### src/rtl/arbiter_types_pkg.sv
// Shared types for the L1-to-adaptor cache arbiter.
package arbiter_types_pkg;

  typedef enum logic [1:0] {ARB_IDLE, ARB_BUSY, ARB_RESP} arb_state_t;
  typedef enum logic {REQ_ICACHE, REQ_DCACHE} arb_req_t;
  typedef enum logic {OP_READ, OP_WRITE} arb_op_t;

endpackage

### src/rtl/rr_picker2.sv
// Two-way round-robin picker: a lone requester always wins; on a tie the
// requester that was not granted last time wins. Bit 0 is the I-cache,
// bit 1 is the D-cache.
module rr_picker2 import arbiter_types_pkg::*; (
  input  logic [1:0] req,
  input  arb_req_t   last,
  output logic       grant_valid,
  output arb_req_t   grant
);

  // Pick the winner from the current request vector and the last owner.
  always_comb begin
    grant_valid = |req;
    grant       = REQ_ICACHE;
    if (req[0] && req[1]) begin
      grant = (last == REQ_ICACHE) ? REQ_DCACHE : REQ_ICACHE;
    end else if (req[1]) begin
      grant = REQ_DCACHE;
    end
  end

endmodule

### src/rtl/cache_arbiter.sv
// Shares one cacheline adaptor port between the I-cache and the D-cache.
// One line transaction at a time: IDLE picks and latches a request, BUSY
// drives the adaptor until mem_resp, RESP pulses the owner's resp.
// Handshake: a cache raises read/write and holds it with stable addr/data
// until its resp pulse, then drops it in the following cycle; the adaptor
// sees mem_read/mem_write held until mem_resp, and both are dropped in the
// same cycle mem_resp arrives.
module cache_arbiter import arbiter_types_pkg::*; #(
  parameter int LINE_W = 256,
  parameter int ADDR_W = 32
) (
  input  logic              clk,
  input  logic              reset_n,
  input  logic              i_read,
  input  logic [ADDR_W-1:0] i_addr,
  output logic [LINE_W-1:0] i_rdata,
  output logic              i_resp,
  input  logic              d_read,
  input  logic              d_write,
  input  logic [ADDR_W-1:0] d_addr,
  input  logic [LINE_W-1:0] d_wdata,
  output logic [LINE_W-1:0] d_rdata,
  output logic              d_resp,
  output logic              mem_read,
  output logic              mem_write,
  output logic [ADDR_W-1:0] mem_addr,
  output logic [LINE_W-1:0] mem_wdata,
  input  logic [LINE_W-1:0] mem_rdata,
  input  logic              mem_resp
);

  arb_state_t        state_q, state_d;
  arb_req_t          last_q, last_d;
  arb_req_t          owner_q, owner_d;
  arb_op_t           op_q, op_d;
  logic [ADDR_W-1:0] addr_q, addr_d;
  logic [LINE_W-1:0] wdata_q, wdata_d;
  logic [LINE_W-1:0] i_rdata_q, i_rdata_d;
  logic [LINE_W-1:0] d_rdata_q, d_rdata_d;

  logic     grant_valid;
  arb_req_t grant;

  rr_picker2 u_picker (
    .req         ({d_read | d_write, i_read}),
    .last        (last_q),
    .grant_valid (grant_valid),
    .grant       (grant)
  );

  // Next-state logic: arbitration and latching in IDLE, capture in BUSY.
  always_comb begin
    state_d   = state_q;
    last_d    = last_q;
    owner_d   = owner_q;
    op_d      = op_q;
    addr_d    = addr_q;
    wdata_d   = wdata_q;
    i_rdata_d = i_rdata_q;
    d_rdata_d = d_rdata_q;
    case (state_q)
      ARB_IDLE: begin
        if (grant_valid) begin
          owner_d = grant;
          last_d  = grant;
          state_d = ARB_BUSY;
          if (grant == REQ_ICACHE) begin
            op_d    = OP_READ;
            addr_d  = i_addr;
            wdata_d = '0;
          end else begin
            // A simultaneous d_read and d_write is treated as a write.
            op_d    = d_write ? OP_WRITE : OP_READ;
            addr_d  = d_addr;
            wdata_d = d_write ? d_wdata : '0;
          end
        end
      end
      ARB_BUSY: begin
        if (mem_resp) begin
          state_d = ARB_RESP;
          if (op_q == OP_READ) begin
            if (owner_q == REQ_ICACHE) i_rdata_d = mem_rdata;
            else                       d_rdata_d = mem_rdata;
          end
        end
      end
      ARB_RESP: state_d = ARB_IDLE;
      default:  state_d = ARB_IDLE;
    endcase
  end

  // State and latch registers with synchronous active-low reset.
  always_ff @(posedge clk) begin
    if (!reset_n) begin
      state_q   <= ARB_IDLE;
      last_q    <= REQ_DCACHE;
      owner_q   <= REQ_ICACHE;
      op_q      <= OP_READ;
      addr_q    <= '0;
      wdata_q   <= '0;
      i_rdata_q <= '0;
      d_rdata_q <= '0;
    end else begin
      state_q   <= state_d;
      last_q    <= last_d;
      owner_q   <= owner_d;
      op_q      <= op_d;
      addr_q    <= addr_d;
      wdata_q   <= wdata_d;
      i_rdata_q <= i_rdata_d;
      d_rdata_q <= d_rdata_d;
    end
  end

  // Adaptor requests drop combinationally on mem_resp; resp pulses in RESP only.
  always_comb begin
    mem_read  = (state_q == ARB_BUSY) && (op_q == OP_READ)  && !mem_resp;
    mem_write = (state_q == ARB_BUSY) && (op_q == OP_WRITE) && !mem_resp;
    mem_addr  = addr_q;
    mem_wdata = wdata_q;
    i_resp    = (state_q == ARB_RESP) && (owner_q == REQ_ICACHE);
    d_resp    = (state_q == ARB_RESP) && (owner_q == REQ_DCACHE);
    i_rdata   = i_rdata_q;
    d_rdata   = d_rdata_q;
  end

endmodule

### config.mk
export PLATFORM = sky130hd
export DESIGN_NAME = cache_arbiter
export DESIGN_NICKNAME = d
export VERILOG_FILES = /design/src/rtl/arbiter_types_pkg.sv /design/src/rtl/rr_picker2.sv /design/src/rtl/cache_arbiter.sv
export SDC_FILE = /design/constraint.sdc
export NUM_CORES = 2
export LEC_CHECK = 0
export ABC_AREA = 1
export CAP_MARGIN = 25
export CORE_AREA = 4 4 544 546
export CTS_CLUSTER_SIZE = 24
export DETAILED_ROUTE_END_ITERATION = 10
export DIE_AREA = 0 0 548 550
export SYNTH_ARGS = -nofsm -noshare
export SYNTH_HDL_FRONTEND = slang
export SYNTH_SLANG_ARGS = --single-unit
### constraint.sdc
create_clock -name clk -period 1.3 [get_ports clk]
set_input_delay 0.26 -clock clk [delete_from_list [all_inputs] [get_ports clk]]
set_output_delay 0.26 -clock clk [all_outputs]
set_load 0.05 [all_outputs]
# Word-level counts from Yosys, hierarchy flattened
# Cells that the tools add are included.
# classes
muxes	11
reduce_logical	14
bitwise_logic	3
eq_ne	4
# op_table
operator	count
$mux W256	2
$mux W32	1
$reduce_and A4 Y1	2
$logic_and A1 B1 Y1	7
$mux W1	5
$mux W2	2
$ne A2 B2 Y1 const B	2
$pmux W2 S2	1
$reduce_and A2 Y1	2
$eq A2 B1 Y1 const B	1
$eq A2 B2 Y1 const B	1
$logic_not A2 Y1	1
$not A1 Y1	2
$reduce_or A2 Y1	1
$logic_not A1 Y1	1
$or A1 B1 Y1	1
# word_totals
elab_cells	40
reg_bits	805
inputBits	582
out_inout_bits	804

# Longest topological paths before layout
# logic_depth
word_depth	4
ltp_mapped	10
mapped_depth_nobuf	7

# By module
# Synthesis repeated with hierarchy kept, for this count alone.
# hier_totals
cells_unflattened	4941
hier_area_um2	32319.7
# modules_own_cells
mod	area_per_inst_um2	instances	seq_area_each_um2	cells_each
cache_arbiter	32304.7	1	16115.5	4938
rr_picker2	15.0	1	0.0	3

# Worst setup path before layout
# OpenSTA, ideal clock, no wires.
# synth_path
path_type	register to output
startpoint	reg state_q[0]
endpoint	out mem_write
setup_slack_ns	-0.513
t_required_ns	1.040
n_path_buf	1
arrival_ns	1.553
stages_incl_launch_ff	6
cell_sequence	dfxtp_1 inv_2 nor2_4 clkbuf_1 nand2_1 nor2_1
# synth_between
elab_chain_len	3
# synth_lines
item	line_no	rtl
start, declared	cache_arbiter.sv:32	arb_state_t state_q, state_d;
start signal, assigned	cache_arbiter.sv:105	state_q <= state_d;
$eq A2 B1 Y1	cache_arbiter.sv:119	mem_write = (state_q == ARB_BUSY) && (op_q == OP_WRITE) && !mem_resp;
$logic_and A1 B1 Y1 (2 in series)	cache_arbiter.sv:119	
end, declared	cache_arbiter.sv:25	output logic mem_write,
# Every way passes these cells.

# Worst setup path after layout
# Ends and elaborated chain as after synthesis.

==> summary.md <==
| Metric | Value |
|---|---|
| Mapped Nets | approximately 5400 |
| Worst-Skew Late Latency | approximately 0.8 ns |
| Worst hold start | mem_rdata[98] |
| Filler instances | 30959 |
| Layout cells sized above 1 | 0.332 |
| Syn_area_per_cell | 6.80 sq um |
| VDD IR max | roughly 1.4 mV |
| Tmin final | 2.15 ns |
| Clock power frac | 0.382 |
| Area Overhead vs Synth | 119% |
| Die height | between 500 and 600 um |
| First-pass GRT wire length | roughly 310 mm |
| Placement Cell Area | between 60000 and 70000 sq um |
| CTS max path bufs | 4 |
| Number of I/O port buffers | 1385 |
| Via total after detailed routing | 39421 |
| Total die area | approximately 300000 sq um |
| Largest net degree at the start of global routing | 95 |
| Pre-antenna DRT Iters | 6 |
| DP HPWL | roughly 190 mm |
| Mapped Area | between 30000 and 40000 sq um |
| Gr usage total | 0.149 |
| Share of the synthesized area in the top cell type | 0.489 |
| # IOs | 1386 |
| Final nets | 7093 |
| Crit Path Max Fanout | 3 |
| Cells after Synth | 4844 |
| Final routed DRC violation total | 0 |
| Setup TNS | -604.44 ns |
| Hold EP | i_rdata[98] |
| Hold depth | 3 |
| Initial antenna violation count | between 150 and 200 |
| Average routed wire per standard cell | ~24 um |
| Reg-to-reg critical path endpoint | i_rdata[184] |
| Part of the cycle the worst path needs | 1.65 |
| Fin. Hold Viols | 0 |
| # setup viols final | approximately 1600 |
| Initial drt markers | between 2000 and 3000 |
| Max-Slew Margin vs Limit | 0.632 |
| Final setup skew | ~0.05 ns |
| RSZ-0062 raised after global routing | true |
| Row cnt | 198 |
| WS Path Type | reg2out |
| Sw Share | 0.322 |
| Mean number of vias per cell | 3.75 |
| Clk root buf | clkbuf_16 |
| Worst hold path type | in2reg |
| Reg power frac | 0.344 |
| TritonCTS buffer count | 101 |
| Gr ovfl total | 0 |
| Violated checks | negative setup slack |
| Max Slew Vio Count | 0 |
| Crit path DAT | about 1.9 ns |
| Reg clk slew, reported paths | around 0.060 ns |
| Synth Warn # | 0 |
| Starting Density | 0.113 |
| R2R depth | 12 |
| Pwr dens | between 1000 and 1500 nW/um^2 |
| R2R Setup Slk | -0.69 ns |
| Internal | between 50 and 60 mW |
| Slew @ Worst Pin | 0.552 ns |
| Startpoint types | register |
| Sequential-to-total area share from yosys stat | 0.489 |
| Reg-to-Reg Start | state_q[0] |
| Worst path required time | between 1 and 1.5 ns |
| Synthesized flop and latch total | 805 |
| Post-route cell area | 72100 sq um |
| Sink Count | just over 800 |
| Max Cap Viol | 0 |
| Endpoint class of the critical path | output pin |
| Leading area contributor after synthesis | dfxtp_1 |
| CTS tree | done |
| Maximum clock rate | roughly 0.47 GHz |
| Main area contributors after synthesis | dfxtp_1 49%, nand2_1 19%, nor2_1 9.9%, a21oi_1 7.8%, nand4_1 4.9% |
| Status | complete, but fails checks |
| Synth unique cells | 18 |
| Gp weighted congestion | 0.917 |
| Sw Pwr | 25.2 mW |
| Leakage Power | around 29 nW |
| H-tree depth | 3 |
| Core ar. | a little under 300000 sq um |
| Post-DRT Antenna Nets | 0 |
| Combinational fraction of design power | 0.274 |
| Vias in the first global route | roughly 36000 |
| DIE WIDTH | 548 um |
| Final wirelength | about 250 mm |
| Fin worst setup slack | -0.846 ns |
-- sequential cells by signal, summed over array words and instances (netlist names) --
| name | flops |
|---|---|
| last_q | 1 |
| op_q | 1 |
| d_rdata | 256 |
| owner_q | 1 |
| state_q | 2 |
| mem_addr | 32 |
| i_rdata | 256 |
| mem_wdata | 256 |
-- power by group through the flow --
stage               clock, mW  sequential [mW]  combinational [mW]
floorplan                   0             30.3                4.60
global placement            0             27.5                18.4
detailed placement          0             27.5                18.5
CTS                      30.7             26.9                19.9
global route             31.7             27.0                22.5
finish                   29.9             27.0                21.5
-- final cells by class --
type / count / area (sq um) / share of cell area
inverters: 328 / 1240 / 0.0172
clock inverters: 46 / 592 / 0.00820
repair buffers: 1949 / 30100 / 0.417
clock buffers: 135 / 2850 / 0.0394
diodes: 32 / 80.1 / 0.00111
well taps: 3900 / 4880 / 0.0676
multi-input cells: 3326 / 15700 / 0.218
flip-flops and latches: 805 / 16700 / 0.232
-- synth_stat cells (all sizes together) --
master and number:
nand2 1676, nor2 871, dfxtp 805, a21oi 516, inv 328, nand4 257
buf 245, clkbuf 140, nand3 3, and3 1, nor3 1, nor4 1
-- repair_timing --
action,CTS,global route
hold buffers,53,0
buffers inserted,70,53
gates cloned,38,66
endpoints found under the hold margin,101,0
pin swaps,19,167
endpoints found under the setup margin,1607,1608
gates resized for setup,570,638
-- how the worst max path moves through the flow --
stage               start        endpoint  slack, ns  depth (start not counted)
5_1_grt        state_q[0]       mem_write      -0.95                          7
3_3_place_gp       i_read    mem_addr[22]      -0.72                          8
4_1_cts        state_q[1]          i_resp      -0.93                          4
2_1_floorplan  state_q[0]    d_rdata[246]      -0.09                          9
6_report       state_q[0]       mem_write      -0.85                          7
3_5_place_dp       i_read  mem_wdata[242]      -0.72                          8
-- logic make-up (layout without fill, tap and decap cells) --
family	Yosys count	count (layout)	synth area share
buffers and inverters	713	2458	0.0918
DFF	805	805	0.489
and+or+nand+nor	2810	2810	0.340
other	0	32	0
AOI/OAI and AO/OA	516	516	0.0787
-- stage by stage --
step	power (mW)	utilization	hold WS, ns	std cells	worst slack [ns]
after floorplan	34.9	-	0.429	4844	-0.0911
after global placement	45.9	0.211	0.452	10054	-0.721
after detailed placement	45.9	0.211	0.452	10054	-0.722
after CTS	77.6	0.235	0.00000155	10396	-0.926
after global routing	81.3	0.248	0.0230	10502	-0.950
final	78.4	0.248	0.0912	10521	-0.846
-- worst max-delay path, cell delays in order (launching register included) --
cell and delay (ns):
dfxtp_2 0.35, inv_4 0.05, nor2_4 0.13, buf_6 0.12, buf_4 0.11, nand2_4 0.05, nor2_4 0.10, buf_12 0.15
-- placed cells by master, fill, tap and decap left out, types with 22 or more instances in the layout --
cell type        netlist  layout
a21oi_1              515     435
a21oi_2                0      79
buf_12                 0     930
buf_16                 0      45
buf_4                 38     222
buf_6                  0      32
buf_8                  0      36
clkbuf_16              0     153
clkdlybuf4s50_1        0     578
clkinv_2               0      22
dfxtp_1              805     537
dfxtp_2                0     164
dfxtp_4                0     104
diode_2                0      32
dlygate4sd3_1          0      53
inv_1                326     325
nand2_1             1676    1392
nand2_2                0     181
nand2_4                0     102
nand4_1              257     257
nor2_1               868     806
nor2_2                 1      29
nor2_4                 2      36
-- metal layers --
layer | vias to the layer above | GRT usage | wire, um
met3 | 491 | 0.0794 | 31500
li1 | 18512 | - | -
met1 | 18341 | 0.158 | 88000
met4 | 134 | 0.0610 | 11600
met2 | 1943 | 0.248 | 118000
met5 | - | 0 | 898
(Power assumes the default switching activity.)
